File: config.mk
export PLATFORM = sky130hd
export DESIGN_NAME = multicycle_control_unit
export DESIGN_NICKNAME = d
export VERILOG_FILES = /design/src/rtl/multicycle_control_unit.sv
export SDC_FILE = /design/constraint.sdc
export NUM_CORES = 1
export LEC_CHECK = 0
export CAP_MARGIN = 15
export CORE_MARGIN = 8
export CORE_UTILIZATION = 40
export DETAILED_ROUTE_END_ITERATION = 8
export PLACE_DENSITY = 0.82
export SYNTH_ARGS = -nofsm -noshare
export SYNTH_HDL_FRONTEND = slang
export SYNTH_SLANG_ARGS = --single-unit
File: constraint.sdc
create_clock -name clk -period 2.2 [get_ports clk]
set_input_delay 0.22 -clock clk [delete_from_list [all_inputs] [get_ports clk]]
set_output_delay 0.22 -clock clk [all_outputs]
set_load 0.02 [all_outputs]
File: src/rtl/multicycle_control_unit.sv
// ============================================================================
// Module   : multicycle_control_unit
// Brief    : Multi-cycle CPU control FSM with fetch/memory handshakes, signed
//            branches, ADDI, HALT/TRAP terminal states and a retire counter.
// Revision : 1.0
// ============================================================================
`default_nettype none

module multicycle_control_unit #(
    parameter int INSTR_W    = 32,
    parameter int OPC_W      = 5,
    parameter int ALU_CTRL_W = 5,
    parameter int COUNT_W    = 16
) (
    input  logic                  clk,
    input  logic                  reset,
    input  logic [INSTR_W-1:0]    instruction,
    input  logic                  instr_valid,
    input  logic                  mem_ready,
    input  logic                  zero_flag,
    input  logic                  carry_flag,
    input  logic                  negative_flag,
    input  logic                  overflow_flag,
    output logic [ALU_CTRL_W-1:0] AluControl,
    output logic                  AluSrc,
    output logic                  MemtoReg,
    output logic                  RegDst,
    output logic                  RegWrite,
    output logic                  MemRead,
    output logic                  MemWrite,
    output logic                  Branch,
    output logic                  Jump,
    output logic                  branch_taken,
    output logic                  ir_write,
    output logic                  pc_inc,
    output logic                  pc_write,
    output logic [3:0]            current_state,
    output logic                  halted,
    output logic                  trap,
    output logic [COUNT_W-1:0]    instr_count
);

    typedef enum logic [3:0] {
        S_FETCH     = 4'd0,
        S_DECODE    = 4'd1,
        S_EXECUTE   = 4'd2,
        S_MEMORY    = 4'd3,
        S_WRITEBACK = 4'd4,
        S_HALT      = 4'd5,
        S_TRAP      = 4'd6
    } state_t;

    localparam logic [OPC_W-1:0] c_op_alu_last = OPC_W'(15);
    localparam logic [OPC_W-1:0] c_op_load     = OPC_W'(16);
    localparam logic [OPC_W-1:0] c_op_store    = OPC_W'(17);
    localparam logic [OPC_W-1:0] c_op_jump     = OPC_W'(18);
    localparam logic [OPC_W-1:0] c_op_beq      = OPC_W'(19);
    localparam logic [OPC_W-1:0] c_op_bne      = OPC_W'(20);
    localparam logic [OPC_W-1:0] c_op_blt      = OPC_W'(21);
    localparam logic [OPC_W-1:0] c_op_bgt      = OPC_W'(22);
    localparam logic [OPC_W-1:0] c_op_bge      = OPC_W'(23);
    localparam logic [OPC_W-1:0] c_op_ble      = OPC_W'(24);
    localparam logic [OPC_W-1:0] c_op_addi     = OPC_W'(25);
    localparam logic [OPC_W-1:0] c_op_halt     = OPC_W'(26);

    state_t               r_state;
    logic [INSTR_W-1:0]   r_ir;
    logic [COUNT_W-1:0]   r_count;

    logic [OPC_W-1:0]     w_opc;
    logic                 w_is_alu;
    logic                 w_is_load;
    logic                 w_is_store;
    logic                 w_is_jump;
    logic                 w_is_branch;
    logic                 w_is_addi;
    logic                 w_sign;
    logic                 w_cond;
    logic                 w_unused;

    assign w_opc       = r_ir[INSTR_W-1 -: OPC_W];
    assign w_is_alu    = (w_opc <= c_op_alu_last);
    assign w_is_load   = (w_opc == c_op_load);
    assign w_is_store  = (w_opc == c_op_store);
    assign w_is_jump   = (w_opc == c_op_jump);
    assign w_is_branch = (w_opc >= c_op_beq) && (w_opc <= c_op_ble);
    assign w_is_addi   = (w_opc == c_op_addi);

    // Signed less-than after SUB: N xor V
    assign w_sign = negative_flag ^ overflow_flag;

    // Operand bits of the IR and the carry flag are not consumed here
    assign w_unused = ^{carry_flag, r_ir[INSTR_W-OPC_W-1:0]};

    always_comb begin
        w_cond = 1'b0;
        case (w_opc)
            c_op_beq: w_cond = zero_flag;
            c_op_bne: w_cond = ~zero_flag;
            c_op_blt: w_cond = w_sign;
            c_op_bgt: w_cond = ~zero_flag & ~w_sign;
            c_op_bge: w_cond = ~w_sign;
            c_op_ble: w_cond = zero_flag | w_sign;
            default:  w_cond = 1'b0;
        endcase
    end

    always_ff @(posedge clk) begin
        if (reset) begin
            r_state <= S_FETCH;
            r_ir    <= '0;
            r_count <= '0;
        end else begin
            case (r_state)
                S_FETCH: begin
                    if (instr_valid) begin
                        r_ir    <= instruction;
                        r_state <= S_DECODE;
                    end
                end
                S_DECODE: begin
                    if (w_opc < c_op_halt) begin
                        r_state <= S_EXECUTE;
                    end else if (w_opc == c_op_halt) begin
                        r_state <= S_HALT;
                    end else begin
                        r_state <= S_TRAP;
                    end
                end
                S_EXECUTE: begin
                    if (w_is_load || w_is_store) begin
                        r_state <= S_MEMORY;
                    end else if (w_is_jump || w_is_branch) begin
                        r_state <= S_FETCH;
                        r_count <= r_count + 1'b1;
                    end else begin
                        r_state <= S_WRITEBACK;
                    end
                end
                S_MEMORY: begin
                    if (mem_ready) begin
                        if (w_is_load) begin
                            r_state <= S_WRITEBACK;
                        end else begin
                            r_state <= S_FETCH;
                            r_count <= r_count + 1'b1;
                        end
                    end
                end
                S_WRITEBACK: begin
                    r_state <= S_FETCH;
                    r_count <= r_count + 1'b1;
                end
                S_HALT:  r_state <= S_HALT;
                S_TRAP:  r_state <= S_TRAP;
                default: r_state <= S_FETCH;
            endcase
        end
    end

    always_comb begin
        AluControl   = '0;
        AluSrc       = 1'b0;
        MemtoReg     = 1'b0;
        RegDst       = 1'b0;
        RegWrite     = 1'b0;
        MemRead      = 1'b0;
        MemWrite     = 1'b0;
        Branch       = 1'b0;
        Jump         = 1'b0;
        branch_taken = 1'b0;
        ir_write     = 1'b0;
        pc_inc       = 1'b0;
        pc_write     = 1'b0;
        halted       = 1'b0;
        trap         = 1'b0;
        case (r_state)
            S_FETCH: begin
                ir_write = instr_valid;
                pc_inc   = instr_valid;
            end
            S_EXECUTE: begin
                if (w_is_alu) begin
                    AluControl = ALU_CTRL_W'(w_opc);
                end else if (w_is_addi || w_is_load || w_is_store) begin
                    AluSrc = 1'b1;
                end else if (w_is_jump) begin
                    Jump     = 1'b1;
                    pc_write = 1'b1;
                end else if (w_is_branch) begin
                    Branch       = 1'b1;
                    AluControl   = ALU_CTRL_W'(1);
                    branch_taken = w_cond;
                    pc_write     = w_cond;
                end
            end
            S_MEMORY: begin
                // Address computation stays on the bus for the whole wait
                AluSrc   = 1'b1;
                MemRead  = w_is_load;
                MemWrite = w_is_store;
            end
            S_WRITEBACK: begin
                RegWrite = 1'b1;
                RegDst   = w_is_alu;
                MemtoReg = w_is_load;
            end
            S_HALT:  halted = 1'b1;
            S_TRAP:  trap   = 1'b1;
            default: ;
        endcase
    end

    assign current_state = r_state;
    assign instr_count   = r_count;

endmodule

`default_nettype wire

==> summary.md <==
| Metric | Value |
|---|---|
| Clock root buffer | clkbuf_8 |
| Sequential fraction of the synthesis area | 0.310 |
| Post-synthesis area per instance | 7.96 um2 |
| Residual DRC | 0 |
| Leading area contributor after synthesis | dfxtp_1 |
| Core Util, Final | 0.592 |
| Async set or reset register ratio after synthesis | 0 |
| CP Launch Type | flop |
| Port Buf Inserts | 48 |
| Hold Path Class | reg2reg |
| DIE WIDTH | 78.3 um |
| Commonest cells post-synth | 24 x dfxtp_1, 20 x a21oi_1, 15 x nor2_1 |
| F_max | 0.469 GHz |
| Critical path's slowest cell | dfxtp_4 |
| N_diodes | 0 |
| Worst-path maximum fanout | 9 |
| Worst Path Buf+Inv | 1 |
| Unique masters post-synth | 48 |
| DRT iter0 DRCs | 109 |
| CTS Buf Count | 3 |
| Post-synth top area share | 0.310 |
| Fin area | 2180 um2 |
| Critical path, cell by cell | and2b_2 -> a21o_1 -> a21oi_1 -> nor3_1 -> or2_2 -> dlygate4sd2_1 |
| Max Cap Viol | 0 |
| DP Wirelength | 3260 um |
| Clk_skew | 0.00429 ns |
| Crit path max-delay family | simple AND/OR/NAND/NOR gates |
| Synth top area cells | dfxtp_1 31%, a21oi_1 6.5%, mux2i_1 3.9%, o31ai_1 3.9%, nor2_1 3.6% |
| Clock latency on the worst-skew pair | 0.27 ns |
| Drt pass-1 iters | 4 |
| Post-CTS Setup Inserts | 0 |
| First-pass GRT wire length | 7130 um |
| Worst Path Arrival | 1.91 ns |
| Area after DPL | 2080 um2 |
| Period utilisation layout | 0.970 |
| # rows | 22 |
| Post-Synthesis Cells | 195 |
| Number of synthesis warnings | 0 |
| Vias per inst | 5.62 |
| Top FF cell, synth | dfxtp_1 |
| Vias in the first global route | 1509 |
| CP required | 1.98 ns |
| Area delta synth->final | 40.7% |
| Count leader, synth | dfxtp_1 |
| # IOs | 79 |
| Largest stage delay, worst path | 0.40 ns |
| Core ar. | 3690 um2 |
| Pwr dens | 646 nW/um2 |
| Clock-pin slew on the worst setup and hold paths | 0.09 ns |
| Final hold violations | 0 |
| Min Tclk post-route | 2.13 ns |
| Post-synth EDFFs | 0 |
| Power, Total | 1.41 mW |
| # nets final | 286 |
| Status | complete, no violations |
| Clock sink count | 24 |
| P_leak | 0.895 nW |
| Initial Util | 0.421 |
| TritonCTS clock tree | yes |
| GRT Residual Overflow | 0 |
| Antenna-violating nets left | 0 |
| CTS H-tree depth | 1 |
| Routed wire length per instance | 14.8 um |
| Largest net degree at the start of global routing | 23 |
| Share of layout cells above drive strength 1 | 0.143 |
| Final setup fails | 0 |
| Vias | 1641 |
| CTS Buffer Depth | 2 |
| Die ar. | 6130 um2 |
| Detailed-route wire length | 4330 um |
| Synth Cell Area | 1550 um2 |
| Hold Slack | 0.489 ns |
| Worst Setup End Kind | primary output |
| DIE HEIGHT | 78.3 um |
| Seq cells post-synth | 24 |
| Crit Path Class | reg2out |
| R2R Setup Slk | 0.17 ns |
| Initial antenna violation count | 0 |
| Worst vdd ir | 0.000456 V |
| GPL Wtd Cong | 0.895 |
| Fillers | 346 |
| Gr usage total | 0.136 |
| Slew Viols, Final | 0 |
[layer usage]
layer / GRT usage / part of all wire / up-vias / wire length, um
li1: - / - / 816 / -
met2: 0.223 / 0.49 / 43 / 2120
met1: 0.175 / 0.45 / 778 / 1950
met3: 0.0376 / 0.055 / 4 / 237
met5: 0 / 0 / - / 0
met4: 0.0204 / 0.0058 / 0 / 25
[worst min-delay path, stage by stage (launching register included)]
cell and delay [ns]:
dfxtp_1 0.33, o31ai_1 0.06, a21oi_1 0.06
[flip-flops by register name, summed over array words and instances, names as in the netlist]
register / count
current_state: 3
r_ir: 5
instr_count: 16
[cell families after synthesis]
group	synth area share
simple gates	0.343
compound gates	0.207
other cells	0.00242
buf+inv	0.0798
mux	0.0387
xor+xnor	0.0113
fa+ha+maj	0.00806
flops	0.310
[what timing repair did]
action | CTS | global route
hold buffers | 0 | 0
pin swaps | 0 | 1
gates cloned | 0 | 0
gates resized for setup | 10 | 11
endpoints found under the setup margin | 12 | 8
[metrics by stage]
stage | cells | TNS (ns) | worst slack [ns]
2_1_floorplan | 196 | 0 | 0.0594
3_5_place_dp | 288 | -0.0993 | -0.0993
5_1_grt | 292 | -0.0486 | -0.0444
3_3_place_gp | 288 | -0.0458 | -0.0458
6_report | 292 | 0 | 0.0660
4_1_cts | 292 | 0 | 0.0165
[cells in the final DEF (no fill, tap or decap), types with 7 or more instances in the layout]
cell type,count
nand2_1,12
dfxtp_1,19
o31ai_1,8
nor2_1,15
o21ai_0,10
a21oi_1,20
nand3_1,7
or4_1,7
clkdlybuf4s50_1,37
buf_4,11
[path summary, 6_finish.rpt]
| kind | start | to | depth (start not counted) |
|---|---|---|---|
| min reg2reg | instr_count[15] | instr_count[15] | 2 |
| max | r_ir[30] | pc_write | 6 |
| max reg2reg | instr_count[3] | instr_count[12] | 5 |
| min | instr_count[15] | instr_count[15] | 2 |
[cell type report]
type | count | area (um2) | share of cell area
clock buffers | 3 | 41.3 | 0.0189
clock inverters | 1 | 30.0 | 0.0138
inverters | 6 | 22.5 | 0.0103
multi-input cells | 151 | 968 | 0.444
flip-flops and latches | 24 | 489 | 0.224
well taps | 48 | 60.1 | 0.0275
repair buffers | 59 | 572 | 0.262
[report_power, final]
group / switching [mW] / internal (mW) / total [mW]
Combinational: 0.265 / 0.227 / 0.492
Sequential: 0.0545 / 0.469 / 0.523
Clock: 0.152 / 0.243 / 0.396
No activity file was read; power rests on OpenSTA's default activity.
